===== src/rtl/cpu_types_pkg.sv =====
// Shared pipeline types for the 5-stage core.
//   state_t       : pipeline sequencer state (RUN, DWAIT, HALT)
//   hazard_ctrl_t : the PC enable plus the pipeline latch enable and flush bits
//   resolve_run() : priority decode used when the memory stage is not stalling
package cpu_types_pkg;

  typedef enum logic [1:0] {
    RUN   = 2'd0,
    DWAIT = 2'd1,
    HALT  = 2'd2
  } state_t;

  typedef struct packed {
    logic pc_en;
    logic if_dc_en;
    logic if_dc_flush;
    logic dc_ex_en;
    logic dc_ex_flush;
    logic ex_mem_en;
    logic ex_mem_flush;
    logic mem_wb_en;
  } hazard_ctrl_t;

  localparam hazard_ctrl_t CtlFreeze = '0;

  // Front-end decode once the memory stage is known to complete this cycle.
  // A redirect wins over load-use and fetch misses: the younger instructions
  // it would stall are being squashed anyway.
  function automatic hazard_ctrl_t resolve_run(input logic redirect,
                                               input logic lu,
                                               input logic ihit);
    hazard_ctrl_t c;
    c = '{pc_en: 1'b1, if_dc_en: 1'b1, if_dc_flush: 1'b0, dc_ex_en: 1'b1,
          dc_ex_flush: 1'b0, ex_mem_en: 1'b1, ex_mem_flush: 1'b0, mem_wb_en: 1'b1};
    if (redirect) begin
      c.if_dc_flush = 1'b1;
      c.dc_ex_flush = 1'b1;
    end else if (lu) begin
      // Hold PC and fetch/decode, send a bubble into execute.
      c.pc_en       = 1'b0;
      c.if_dc_en    = 1'b0;
      c.dc_ex_flush = 1'b1;
    end else if (!ihit) begin
      // No instruction arrived: hold PC, drain a NOP into decode.
      c.pc_en       = 1'b0;
      c.if_dc_flush = 1'b1;
    end
    return c;
  endfunction

endpackage


===== src/rtl/hazard_detect.sv =====
// Load-use hazard comparator (purely combinational).
//   memtoreg : execute-stage instruction is a load
//   wsel     : execute-stage destination register
//   rs, rt   : decode-stage source registers
//   lu       : decode instruction needs the load result not yet available
module hazard_detect #(
  parameter int unsigned REG_W = 5
) (
  input  logic             memtoreg,
  input  logic [REG_W-1:0] wsel,
  input  logic [REG_W-1:0] rs,
  input  logic [REG_W-1:0] rt,
  output logic             lu
);

  // Register 0 is hardwired to zero, so a load into it never creates a hazard.
  assign lu = memtoreg && (wsel != '0) && ((wsel == rs) || (wsel == rt));

endmodule


===== src/rtl/pipe_hazard_ctrl.sv =====
// Central pipeline sequencer for the 5-stage core.
//   CLK, nRST          : clock, asynchronous active-low reset
//   ihit, dhit         : instruction / data memory ready this cycle
//   mem_dren/dwen/halt : memory-stage load, store, halt
//   ex_memtoreg/wsel   : execute-stage load and its destination
//   dc_rs, dc_rt       : decode-stage sources
//   ex_redirect        : taken branch / jump resolved in execute
//   pc_en, *_en, *_flush : PC and pipeline latch controls (combinational)
//   halt               : sticky halted flag
//   stall_cnt          : saturating count of non-halted cycles with pc_en=0
//   flush_cnt          : saturating count of accepted redirects
module pipe_hazard_ctrl
  import cpu_types_pkg::*;
#(
  parameter int unsigned REG_W = 5,
  parameter int unsigned CNT_W = 16
) (
  input  logic             CLK,
  input  logic             nRST,
  input  logic             ihit,
  input  logic             dhit,
  input  logic             mem_dren,
  input  logic             mem_dwen,
  input  logic             mem_halt,
  input  logic             ex_memtoreg,
  input  logic [REG_W-1:0] ex_wsel,
  input  logic [REG_W-1:0] dc_rs,
  input  logic [REG_W-1:0] dc_rt,
  input  logic             ex_redirect,
  output logic             pc_en,
  output logic             if_dc_en,
  output logic             if_dc_flush,
  output logic             dc_ex_en,
  output logic             dc_ex_flush,
  output logic             ex_mem_en,
  output logic             ex_mem_flush,
  output logic             mem_wb_en,
  output logic             halt,
  output logic [CNT_W-1:0] stall_cnt,
  output logic [CNT_W-1:0] flush_cnt
);

  state_t       state_q, state_d;
  hazard_ctrl_t ctl;
  logic         lu, dreq, redirect_acc;
  logic         halt_q, halt_d;
  logic [CNT_W-1:0] stall_q, flush_q;

  hazard_detect #(
    .REG_W (REG_W)
  ) u_hazard_detect (
    .memtoreg (ex_memtoreg),
    .wsel     (ex_wsel),
    .rs       (dc_rs),
    .rt       (dc_rt),
    .lu       (lu)
  );

  assign dreq = mem_dren | mem_dwen;

  always_comb begin
    state_d      = state_q;
    ctl          = CtlFreeze;
    redirect_acc = 1'b0;
    unique case (state_q)
      RUN: begin
        if (mem_halt) begin
          state_d = HALT;
        end else if (dreq && !dhit) begin
          state_d = DWAIT;
        end else begin
          ctl          = resolve_run(ex_redirect, lu, ihit);
          redirect_acc = ex_redirect;
        end
      end
      DWAIT: begin
        if (dhit) begin
          state_d      = RUN;
          ctl          = resolve_run(ex_redirect, lu, ihit);
          redirect_acc = ex_redirect;
        end
      end
      HALT: begin
        state_d = HALT;
      end
      default: state_d = RUN;
    endcase
    // Latches must stay quiet while the core is held in reset.
    if (!nRST) begin
      ctl          = CtlFreeze;
      redirect_acc = 1'b0;
    end
  end

  assign halt_d = halt_q | (state_q == RUN && mem_halt);

  always_ff @(posedge CLK or negedge nRST) begin
    if (!nRST) begin
      state_q <= RUN;
      halt_q  <= 1'b0;
      stall_q <= '0;
      flush_q <= '0;
    end else begin
      state_q <= state_d;
      halt_q  <= halt_d;
      if (!ctl.pc_en && state_q != HALT && stall_q != '1) begin
        stall_q <= stall_q + CNT_W'(1);
      end
      if (redirect_acc && flush_q != '1) begin
        flush_q <= flush_q + CNT_W'(1);
      end
    end
  end

  assign pc_en        = ctl.pc_en;
  assign if_dc_en     = ctl.if_dc_en;
  assign if_dc_flush  = ctl.if_dc_flush;
  assign dc_ex_en     = ctl.dc_ex_en;
  assign dc_ex_flush  = ctl.dc_ex_flush;
  assign ex_mem_en    = ctl.ex_mem_en;
  assign ex_mem_flush = ctl.ex_mem_flush;
  assign mem_wb_en    = ctl.mem_wb_en;
  assign halt         = halt_q;
  assign stall_cnt    = stall_q;
  assign flush_cnt    = flush_q;

endmodule


===== config.mk =====
export PLATFORM = sky130hd
export DESIGN_NAME = pipe_hazard_ctrl
export DESIGN_NICKNAME = d
export VERILOG_FILES = /design/src/rtl/cpu_types_pkg.sv /design/src/rtl/hazard_detect.sv /design/src/rtl/pipe_hazard_ctrl.sv
export SDC_FILE = /design/constraint.sdc
export NUM_CORES = 1
export LEC_CHECK = 0
export ABC_AREA = 0
export BUFFER_PORTS_ARGS = -buffer_cell sky130_fd_sc_hd__buf_2
export CORE_ASPECT_RATIO = 0.5
export CORE_MARGIN = 1.5
export CORE_UTILIZATION = 45
export DETAILED_ROUTE_END_ITERATION = 8
export PLACE_DENSITY = 0.76
export SLEW_MARGIN = 20
export SYNTH_ARGS = -nofsm -noshare
export SYNTH_HDL_FRONTEND = slang
export SYNTH_HIERARCHICAL = 1
export SYNTH_SLANG_ARGS = --single-unit

===== constraint.sdc =====
create_clock -name CLK -period 2.05 [get_ports CLK]
set_clock_uncertainty 0.15 [all_clocks]
set_input_delay 0.205 -clock CLK [delete_from_list [all_inputs] [get_ports CLK]]
set_output_delay 0.205 -clock CLK [all_outputs]
set_load 0.02 [all_outputs]

==> summary.md <==
| Metric | Value |
|---|---|
| Post-CTS Setup Inserts | `0` |
| Crit path max fanout | `7` |
| Final Cell Area | `0.00256 mm2` |
| Number of top-level pins | `65` |
| RePlAce Congestion | `0.839` |
| Fmax | `506 MHz` |
| Slew Viols, Final | `0` |
| Vias/cell | `5.10` |
| Fillers | `322` |
| Die H | `49.5 um` |
| RSZ-0062 raised after global routing | `yes` |
| Total gr overflow | `0` |
| Synth cell types | `41` |
| CTS tree | `built` |
| CTS root buffer | `clkbuf_8` |
| Power Dens Cells | `652 mW/mm2` |
| HPWL Detailed | `3180 um` |
| Num CTS Buffers | `5` |
| Detailed Route WL | `4150 um` |
| # DRC | `0` |
| Vias in the first global route | `1,615` |
| Die Wd | `96.1 um` |
| Routed length per instance | `13.0 um` |
| Max_cap viols | `0` |
| Critical path launch point type | `input port` |
| Area after DPL | `0.00239 mm2` |
| Final hold viol count | `0` |
| Area Growth Syn to Fin | `31.1%` |
| Die ar. | `0.00476 mm2` |
| Syn Area/Cell | `10.5 um2` |
| Nets | `291` |
| Worst-case vdd ir drop | `0.000593 V` |
| Placed Instances | `310` |
| Routed Antenna Nets | `0` |
| Critical path class | `in -> reg` |
| Initial Util | `48.4%` |
| Register bit total from synthesis | `35` |
| Period utilization | `96.4%` |
| Yosys top cell area share | `44.9%` |
| Synthesis Warnings | `6` |
| Cell Area, Synth | `0.00195 mm2` |
| Drt pass-1 iters | `4` |
| Pin slew with the least headroom to its limit | `0.536 ns` |
| Post-synth top area cell | `dfrtp_1` |
| Vias post-DR | `1,631` |
| Met2 Track Usage GR | `32.3%` |
| Async set or reset register ratio after synthesis | `100%` |
| Static leakage | `0.00126 uW` |
| Minimum clock period | `1.98 ns` |
| H-tree levels | `2` |
| Number of synthesized flops with an enable pin | `0` |
| Core box area | `0.00402 mm2` |
| GR peak layer | `met2` |
| Clock Latency Late Sink | `0.29 ns` |
| Met1 Use GR | `24.0%` |
| Area of the multi-input gates | `0.00105 mm2` |
| 1st-iter DRT viols | `30` |
| Status | `complete, no violations` |
| Most frequent cell after synthesis | `dfrtp_1` |
| Synth top cells by count | `dfrtp_1, xnor2_1, nand3_1, xor2_1, nor2_1` |
| Worst-path clk slew | `0.07 ns` |
| Crit path DAT | `2.00 ns` |
| Antenna cells | `0` |
| Setup_tns | `0 ns` |
| I/O Buffers | `63` |
| Synth area leaders | `dfrtp_1, xnor2_1, xor2_1, nand3_1, nand4_1` |
| Hold WC Path Type | `in -> reg` |
| Max_slew headroom | `63.9%` |
| Deepest clock path buffer count | `2` |
| Syn nets | `212` |
| Fraction of layout cells with a size suffix above 1 | `41.7%` |
| Main synth FF type | `dfrtp_1` |
| Largest net degree at the start of global routing | `36` |
| Met3 usage | `5.71%` |
| Register area | `878 um2` |
| Final setup fails | `0` |
| All-Layer GR Usage | `19.4%` |
| Sequential-to-total area share from yosys stat | `44.9%` |
| Setup crit end kind | `register` |
| Clock Sinks | `35` |
| Required @ worst endpoint | `2.08 ns` |
| Post-Syn Instances | `186` |
| Initial antenna violation count | `0` |
| Layout Cells excl Fill | `320` |
| First-pass GRT wire length | `7080 um` |
| Row cnt | `16` |
where the power goes:
part	switching (uW)	internal (uW)	leakage (uW)
Combinational	146	113	0.000736
Sequential	38.3	728	0.000460
Clock	248	393	0.0000612
Total	432	1230	0.00126
worst max-delay path: stages:
cell	delay, ns
dlygate4sd3_1	0.54
buf_2	0.15
o2111ai_4	0.35
inv_4	0.13
a21oi_2	0.23
nand2_2	0.10
mux2_4	0.30
registers in the layout (all words and copies together) (netlist names):
signal and count:
state_q 2, halt 1, flush_cnt 16, stall_cnt 16
layout by cell type (no fill, tap or decap), types with 3 or more instances in the layout:
master / n
buf_2: 62
clkbuf_8: 6
dfrtp_1: 33
buf_4: 11
nor2_1: 15
nor3_1: 5
nor3_2: 6
inv_1: 5
and3_1: 4
xnor2_1: 22
a21oi_2: 3
nand4_1: 9
xor2_1: 16
nand2_1: 13
nand3_1: 16
cells by family after synthesis:
logic type	count (synthesis)	synth area share (%)
AOI/OAI and AO/OA	14	7.19
xor gates and xnor gates	38	17.1
adders and majority gates	2	1.28
buffers and inverters	9	2.44
DFF	35	44.9
muxes	3	1.93
other	1	0.192
and+or+nand+nor	84	25.0
worst paths after layout:
check,start,endpoint,slack [ns],cells past startpoint
worst min register to register,halt,halt,0.32,1
worst max register to register,flush_cnt[1],flush_cnt[13],0.11,6
max in group asynchronous,nRST,flush_cnt[1],0.96,3
min in group asynchronous,nRST,flush_cnt[5],0.43,3
worst min-delay path,mem_halt,state_q[1],0.06,3
worst max-delay path,dhit,stall_cnt[1],0.07,7
metal layers:
metal  up-vias  wire, um
met2        27      2030
met1       800      1910
li1        799         -
met4         0        46
met5         -         0
met3         5       156
metrics by stage:
step / setup WS, ns / util [%] / hold WS [ns] / power [uW]
2_1_floorplan: 0.0415 / - / -0.241 / 920
4_1_cts: 0.0584 / 62.7 / 0.0548 / 1680
3_5_place_dp: -0.191 / 59.3 / 0.223 / 1040
6_report: 0.0733 / 63.5 / 0.0558 / 1670
3_3_place_gp: -0.104 / 59.3 / 0.220 / 1030
5_1_grt: -0.0115 / 63.5 / 0.0743 / 1740
area by class of cell:
type | instances | share of cell area [%]
well taps | 54 | 2.64
flip-flops and latches | 35 | 34.4
multi-input cells | 142 | 41.3
repair buffers | 75 | 16.2
inverters | 6 | 0.979
clock buffers | 6 | 3.23
clock inverters | 2 | 1.37
what timing repair did:
action                                  4_1_cts  5_1_grt
resized for setup                             0        7
endpoints found under the setup margin        0       13
endpoints found under the hold margin        36        0
hold buffers                                  2        0
Note: power is estimated with default switching activity, not from simulation.
